`src/rtl/seg_scan_ctrl.sv`:
```
// seg_scan_ctrl: memory-mapped 4-digit multiplexed 7-segment scanner.
// Registers (word offsets from BASE_ADDR): 0 DATA[15:0], 1 MASK[3:0],
// 2 STATUS = {29'b0, state, idx} (read-only, SHOW=1). Anything else reads 0.
// Bus handshake: a write is taken on every clk edge with writeEnable=1, a
// read is taken on every clk edge with readEnable=1 and its data appears on
// readData after that edge, holding until the next read. There is no stall.
// Each digit slot lasts REFRESH_DIV cycles; the first BLANK_CYCLES of a slot
// are blanked to hide ghosting while the anode switches.
module seg_scan_ctrl #(
   parameter int          REFRESH_DIV  = 100000,
   parameter int          BLANK_CYCLES = 1000,
   parameter logic [29:0] BASE_ADDR    = 30'h0
) (
   input  logic        clk,
   input  logic        rst,
   input  logic [29:0] memAddress,
   input  logic [31:0] writeData,
   input  logic        writeEnable,
   input  logic        readEnable,
   output logic [31:0] readData,
   output logic [6:0]  seg,
   output logic [3:0]  an
);

   localparam int             CW       = $clog2(REFRESH_DIV);
   localparam logic [CW-1:0]  CNT_LAST = CW'(REFRESH_DIV - 1);
   localparam logic [31:0]    BLANK_W  = 32'(BLANK_CYCLES);

   typedef enum logic {
      ST_BLANK = 1'b0,
      ST_SHOW  = 1'b1
   } state_t;

   // With no blank window the scanner never leaves SHOW, including out of reset.
   localparam state_t RST_STATE = (BLANK_CYCLES == 0) ? ST_SHOW : ST_BLANK;

   state_t         r_state;
   state_t         w_state_next;
   logic [CW-1:0]  r_cnt;
   logic [CW-1:0]  w_cnt_next;
   logic [1:0]     r_idx;
   logic [1:0]     w_idx_next;
   logic [15:0]    r_data;
   logic [3:0]     r_mask;
   logic [31:0]    r_read_data;
   logic [3:0]     r_an;
   logic [6:0]     r_seg;
   logic [3:0]     w_an_next;
   logic [6:0]     w_seg_next;
   logic [3:0]     w_nibble;
   logic [29:0]    w_offset;
   logic [31:0]    w_read_val;

   // Hex digit to active-low segments, bit order {g,f,e,d,c,b,a}.
   function automatic logic [6:0] hex_to_seg(input logic [3:0] v);
      logic [6:0] s;
      case (v)
         4'h0: s = 7'b1000000;
         4'h1: s = 7'b1111001;
         4'h2: s = 7'b0100100;
         4'h3: s = 7'b0110000;
         4'h4: s = 7'b0011001;
         4'h5: s = 7'b0010010;
         4'h6: s = 7'b0000010;
         4'h7: s = 7'b1111000;
         4'h8: s = 7'b0000000;
         4'h9: s = 7'b0010000;
         4'hA: s = 7'b0001000;
         4'hB: s = 7'b0000011;
         4'hC: s = 7'b1000110;
         4'hD: s = 7'b0100001;
         4'hE: s = 7'b0000110;
         default: s = 7'b0001110;
      endcase
      return s;
   endfunction

   assign w_offset = memAddress - BASE_ADDR;
   assign w_nibble = r_data[{r_idx, 2'b00} +: 4];

   // Scan sequencing: cnt wraps per slot, idx advances on wrap, state follows cnt.
   always_comb begin
      w_cnt_next   = r_cnt + 1'b1;
      w_idx_next   = r_idx;
      w_state_next = ST_SHOW;
      if (r_cnt == CNT_LAST) begin
         w_cnt_next = '0;
         w_idx_next = r_idx + 2'd1;
      end
      if (32'(w_cnt_next) < BLANK_W) begin
         w_state_next = ST_BLANK;
      end
   end

   // Display pattern computed from registered state only (no bus inputs).
   always_comb begin
      w_an_next  = 4'b1111;
      w_seg_next = 7'b1111111;
      if ((r_state == ST_SHOW) && r_mask[r_idx]) begin
         w_an_next  = ~(4'b0001 << r_idx);
         w_seg_next = hex_to_seg(w_nibble);
      end
   end

   // Read mux over the pre-write register values.
   always_comb begin
      w_read_val = 32'h0;
      case (w_offset)
         30'd0:   w_read_val = {16'h0, r_data};
         30'd1:   w_read_val = {28'h0, r_mask};
         30'd2:   w_read_val = {29'h0, r_state, r_idx};
         default: w_read_val = 32'h0;
      endcase
   end

   // Scan state registers.
   always_ff @(posedge clk or posedge rst) begin
      if (rst) begin
         r_cnt   <= '0;
         r_idx   <= 2'd0;
         r_state <= RST_STATE;
      end else begin
         r_cnt   <= w_cnt_next;
         r_idx   <= w_idx_next;
         r_state <= w_state_next;
      end
   end

   // Bus writes into DATA/MASK; STATUS and unmapped offsets are ignored.
   always_ff @(posedge clk or posedge rst) begin
      if (rst) begin
         r_data <= 16'h0000;
         r_mask <= 4'b0001;
      end else if (writeEnable) begin
         if (w_offset == 30'd0) begin
            r_data <= writeData[15:0];
         end else if (w_offset == 30'd1) begin
            r_mask <= writeData[3:0];
         end
      end
   end

   // Registered read data, held between reads.
   always_ff @(posedge clk or posedge rst) begin
      if (rst) begin
         r_read_data <= 32'h0;
      end else if (readEnable) begin
         r_read_data <= w_read_val;
      end
   end

   // Registered display outputs.
   always_ff @(posedge clk or posedge rst) begin
      if (rst) begin
         r_an  <= 4'b1111;
         r_seg <= 7'b1111111;
      end else begin
         r_an  <= w_an_next;
         r_seg <= w_seg_next;
      end
   end

   assign readData = r_read_data;
   assign an       = r_an;
   assign seg      = r_seg;

endmodule

```
`config.mk`:
```
export PLATFORM = sky130hd
export DESIGN_NAME = seg_scan_ctrl
export DESIGN_NICKNAME = d
export VERILOG_FILES = /design/src/rtl/seg_scan_ctrl.sv
export SDC_FILE = /design/constraint.sdc
export NUM_CORES = 1
export LEC_CHECK = 0
export ABC_CLOCK_PERIOD_IN_PS = 2800
export CORE_MARGIN = 2
export CORE_UTILIZATION = 47
export CTS_CLUSTER_SIZE = 40
export DETAILED_ROUTE_END_ITERATION = 12
export PLACE_DENSITY = 0.81
export SLEW_MARGIN = 20
export SYNTH_ARGS = -nofsm -noshare
export SYNTH_HDL_FRONTEND = slang
export SYNTH_SLANG_ARGS = --single-unit
export TNS_END_PERCENT = 20
```
`constraint.sdc`:
```
create_clock -name clk -period 2.8 [get_ports clk]
set_input_delay 0.56 -clock clk [delete_from_list [all_inputs] [get_ports clk]]
set_output_delay 0.56 -clock clk [all_outputs]
set_load 0.005 [all_outputs]
```
==> results.yml, run 1 <==
run_status:
  status: "complete, no violations"
floorplan:
  fp.coreArea_mm2: 0.00721
  die-area_mm2: 0.00812
  dieWidth_um: 90.1
  initial_core_util_pct: 48.3
  die_h_um: 90.1
  fp-row-count: 31
  io_pins: 109
route:
  drtIter0Drc: 122
  vias_per_cell: 5.29
  via_count: 2543
  wl_per_cell_um: 15.2
  wirelength_um: 7310
  drc: 0
  drt_pre_antenna_iters: 4
  antenna_left: 0
sta:
  hold_viol_final: 0
  fmax_ghz: 0.451
  fin_ws_ps: 583
  fin_worst_skew_ps: 8.15
  slew_headroom_pct: 62.0
  setup_tns_ps: 0
  slew_violations: 0
  hold_ws_ps: 505
  period_share_pct: 79.2
  rsz0062_at_grt: "false"
  worst_pin_slew_ps: 565
  setup_viol: 0
  final.min_clock_period_ps: 2220
yosys:
  ys_warn_count: 0
  yosys.area.top_type_share_pct: 39.5
  syn_area_per_cell_um2: 11.6
  synthAdderAreaFrac_pct: 3.95
  synthTopCellsByArea: "dfrtp_1, dfstp_2, mux2_1"
  ys_ff_latch: 67
  synth_edf_count: 0
  synth_cells: 300
  synth_ff_type: "dfrtp_1"
  synth_area_mm2: 0.00348
  synth_cell_types: 54
  synth_top_area_cell: "dfrtp_1"
  synth_top_family_by_area: "simple AND/OR/NAND/NOR gates"
  synth-async-reset-ratio_pct: 100
  synth-simple-area-share_pct: 15.0
  synth-seq-area-share_pct: 48.6
  muxShareOfSynthArea_pct: 11.7
  synth_compound_area_share_pct: 10.6
  synth-xor-area-share_pct: 3.02
grt:
  grt_max_degree: 43
  grt_util_all_layers_pct: 18.9
  grt_pass1_wl_um: 12400
  grt_overflow: 0
  grt_pass1_vias: 2589
  grt_antenna_before_repair: 0
pwr:
  p_int_w: 0.00135
  p_seq_share_pct: 54.4
  netSwitchingFraction_pct: 24.0
  ir_drop_uv: 301
  p_leak_nw: 1.92
  pwr-share-clk_pct: 39.4
  power_frac_comb_pct: 6.2
  p_switching_w: 0.000428
  p_per_area_mw_per_mm2: 398
cts:
  cts_tree: "yes"
  cts-htree-levels: 3
  clk_latency_ps: 350
  cts_sinks: 67
  clockBufferDepth: 2
  root_buffer: "clkbuf_8"
  holdBufCountCts: 0
  cts_resized: 0
  cts_setup_buffers: 0
  cts.reportedPaths.clkPinSlew_ps: 80
  cts_buffers: 9
worst_hold_path:
  min_path_cells: 1
  worstHoldStart: "r_cnt[14]"
  hold_class: "reg -> reg"
critical_path:
  path_max_fanout: 13
  arrival_ps: 2430
  r2r_start: "r_cnt[5]"
  endpoint_kind: "flop"
  worstSetupStartpoint: "r_cnt[5]"
  critPathKind: "reg -> reg"
  cp.required_ps: 3010
  reg2reg_depth: 5
  worstSetupStartpointType: "flop"
place:
  place_area_mm2: 0.00431
  place_ws_ps: 208
  placement.io_buffers: 76
  dpl.hpwl_um: 5330
  place_congestion: 0.824
layout:
  diodes: 0
  utilization_pct: 62.0
  drive_gt1_share_pct: 14.9
  nNetsFinal: 454
  syn_to_final_growth_pct: 28.5
  final_cell_area_mm2: 0.00448
job:
  cap_violations: 0
power groups by stage:
stage | Combinational (W) | Sequential, W | Clock [W]
2_1_floorplan | 0.0000457 | 0.000986 | 0
4_1_cts | 0.000111 | 0.000968 | 0.000711
5_1_grt | 0.000121 | 0.000968 | 0.000766
3_3_place_gp | 0.000109 | 0.000986 | 0
3_5_place_dp | 0.000111 | 0.000986 | 0
6_report | 0.000110 | 0.000968 | 0.000702
synth_stat cells, drive strengths merged, types with 2 or more instances:
cell     n
dfrtp   55
buf     26
mux2    21
nand2   20
a22o    16
dfstp   12
inv     12
ha      11
nor4    11
o21ai   11
nand3    8
xnor2    8
nor2     7
clkbuf   6
mux2i    6
nand4    6
nor3     6
a21oi    5
mux4     5
nand2b   4
o211ai   4
o221ai   4
or4      4
xor2     4
a31o     3
nor2b    3
nand4b   2
or4bb    2
layout by cell type (no fill, tap or decap), types with 3 or more instances in the layout:
cell and instances:
xnor2_1 8, nor4_1 9, a21oi_1 5, ha_1 11
o221ai_1 4, or4_1 4, mux2_1 14, a22o_1 16
dfstp_2 12, dfrtp_1 55, nor2_1 7, buf_4 5
mux4_2 5, conb_1 16, nand4_1 5, inv_1 11
xor2_1 4, clkbuf_8 9, nand2_1 20, o21ai_0 11
mux2_2 7, clkdlybuf4s50_1 76, o211ai_1 4, mux2i_1 6
nand3_1 8, nor2b_1 3, clkinv_2 4, nand2b_1 4
nor3_1 4
per-stage QoR:
stage	total power, W	std cells
2_1_floorplan	0.00103	315
3_3_place_gp	0.00109	465
3_5_place_dp	0.00110	465
4_1_cts	0.00179	481
5_1_grt	0.00185	481
6_report	0.00178	481
final cells by class:
| type | count | area [µm²] |
|---|---|---|
| Sequential cell | 67 | 1690 |
| Inverter | 13 | 48.8 |
| Fill cell | 582 | 2740 |
| Clock inverter | 7 | 45.0 |
| Multi-Input combinational cell | 203 | 1600 |
| Clock buffer | 9 | 124 |
| Tap cell | 99 | 124 |
| Timing Repair Buffer | 83 | 838 |
final timing paths:
check	end	slack, ps
max in group asynchronous	seg[0]	1540
min reg2reg	r_cnt[14]	510
min in group asynchronous	r_cnt[1]	590
max reg2reg	r_state	580
min	r_cnt[14]	510
max	r_state	580
critical path, stage by stage, from the launching register on:
cell,delay [ps]
dfrtp_1,600
nand4_4,220
nor4_2,530
mux2_2,390
o21ai_0,190
nand4b_1,150
state kept, by name, indices dropped and copies added (netlist names):
register and flops:
r_idx 2, r_data 16, r_cnt 17, r_mask 4, seg 7, an 4
r_state 1, readData 16
logic make-up (layout without fill, tap and decap cells):
| kind of cell | count (synthesis) | count (layout) |
|---|---|---|
| AND/OR/NAND/NOR | 82 | 82 |
| flip-flops | 67 | 67 |
| AO/OA/AOI/OAI | 50 | 50 |
| buffers and inverters | 45 | 112 |
| multiplexers | 32 | 32 |
| XOR/XNOR | 12 | 12 |
| adder cells (fa/ha/maj) | 11 | 11 |
| other | 1 | 16 |
per-layer routing:
layer  global-route usage, %  vias up  wire length [µm]
met3                    4.36       15               264
li1                        -     1215                 -
met2                    31.5       63              3590
met1                    24.4     1250              3330
met5                       0        -                 0
met4                    6.67        0               131
No activity file was read; power rests on OpenSTA's default activity.
==> run 2, diff against run 1 <==
--- a/config.mk
+++ b/config.mk
@@ -5,7 +5,7 @@
 export SDC_FILE = /design/constraint.sdc
 export NUM_CORES = 1
 export LEC_CHECK = 0
-export ABC_CLOCK_PERIOD_IN_PS = 2800
+export ABC_CLOCK_PERIOD_IN_PS = 2200
 export CORE_MARGIN = 2
 export CORE_UTILIZATION = 47
 export CTS_CLUSTER_SIZE = 40
==> constraint.sdc (replaced) <==
create_clock -name clk -period 2.2 [get_ports clk]
set_input_delay 0.44 -clock clk [delete_from_list [all_inputs] [get_ports clk]]
set_output_delay 0.44 -clock clk [all_outputs]
set_load 0.005 [all_outputs]
==> results.yml, run 2 (same netlist as run 1, synthesis figures left out) <==
run_status:
  status: "complete, no violations"
layout:
  final_common_cell: "clkdlybuf4s50_1"
  instances_no_fill: 491
  largest_reg_flops: 17
  num-fill-cells: 557
  regMostFlops: "r_cnt"
  nNetsFinal: 464
  final_cell_mix: "clkdlybuf4s50_1, dfrtp_1, nand2_1"
  diodes: 0
  syn_to_final_growth_pct: 34.1
  drive_gt1_share_pct: 17.3
  utilization_pct: 64.8
route:
  wl_per_cell_um: 15.4
  antenna_left: 0
  drtIter0Drc: 151
  drt_pre_antenna_iters: 4
  wirelength_um: 7570
  via_count: 2646
  vias_per_cell: 5.39
  drc: 0
floorplan:
  die-area_mm2: 0.00812
  die_h_um: 90.1
  initial_core_util_pct: 48.3
  io_pins: 109
  dieWidth_um: 90.1
  fp-row-count: 31
  fp.coreArea_mm2: 0.00721
cts:
  cts-htree-levels: 3
  holdBufCountCts: 0
  cts.reportedPaths.clkPinSlew_ps: 80
  clockBufferDepth: 2
  cts_setup_buffers: 0
  root_buffer: "clkbuf_8"
  cts_tree: "yes"
  cts_buffers: 9
  clk_latency_ps: 340
  cts_sinks: 67
critical_path:
  critPathKind: "reg -> reg"
  endpoint_kind: "flop"
  arrival_ps: 2220
  path_max_fanout: 6
  worstSetupStartpointType: "flop"
  cp.required_ps: 2400
grt:
  grt_max_degree: 36
  grt_pass1_vias: 2595
  grt_pass1_wl_um: 12700
  grt_antenna_before_repair: 0
  grt_util_all_layers_pct: 19.6
  grt_overflow: 0
place:
  dpl.hpwl_um: 5550
  place_ws_ps: -241
  dp_cells: 475
  place_congestion: 0.828
  placement.io_buffers: 76
sta:
  period_share_pct: 91.7
  final.min_clock_period_ps: 2020
  fin_ws_ps: 182
  hold_viol_final: 0
  rsz0062_at_grt: "false"
  setup_viol: 0
  slew_violations: 0
  fmax_ghz: 0.496
  fin_worst_skew_ps: 10.3
pwr:
  p_per_area_mw_per_mm2: 585
  ir_drop_uv: 539
  p_leak_nw: 2.04
job:
  cap_violations: 0
worst_hold_path:
  hold_class: "in -> async"
## run 2: what timing repair did
| item | CTS | global route |
|---|---|---|
| hold endpoints to repair | 0 | 0 |
| gates resized for setup | 0 | 4 |
| endpoints found under the setup margin | 0 | 17 |
## run 2: path summary, 6_finish.rpt
path / endpoint / from / slack [ps] / cells after the start
max reg2reg: r_state / r_cnt[0] / 180 / 6
max in group asynchronous: an[0] / rst / 1240 / 3
min in group clk: r_cnt[14] / r_cnt[14] / 500 / 1
min reg2reg: r_cnt[14] / r_cnt[14] / 500 / 1
min: r_cnt[3] / rst / 390 / 2
max: r_state / r_cnt[0] / 180 / 6
## run 2: final cells by class
type	count	area (µm²)	share of cell area [%]
flip-flops and latches	67	1690	36.2
repair buffers	93	913	19.6
clock inverters	6	136	2.92
clock buffers	10	128	2.73
multi-input cells	203	1630	34.9
well taps	99	124	2.65
inverters	13	48.8	1.04
## run 2: where the power goes
part / switching [W] / internal, W / total, W
Sequential: 0.0000000000105 / 0.00123 / 0.00123
Clock: 0.000484 / 0.000872 / 0.00136
Combinational: 0.0000569 / 0.0000876 / 0.000145
## run 2: metal layers
layer	routed length, µm	GRT usage, %
met2	3770	32.5
met5	0	0
met4	135	7.95
met1	3390	25.9
met3	276	2.77
## run 2: critical path, cell delays in order, from the launching register on
cell,delay [ps]
dfrtp_1,410
ha_1,190
nand4_1,310
nor4_4,410
a211oi_1,100
nor4_1,310
nand4b_1,150
## run 2: per-stage QoR
step / total power, W / instance area [µm²] / setup TNS [ps] / hold slack, ps
after CTS: 0.00275 / 4650 / 0 / 394
final: 0.00273 / 4670 / 0 / 390
after global placement: 0.00140 / 4380 / -4590 / 486
after global routing: 0.00282 / 4670 / 0 / 410
after floorplan: 0.00131 / 3540 / 0 / 460
after detailed placement: 0.00140 / 4380 / -6150 / 490
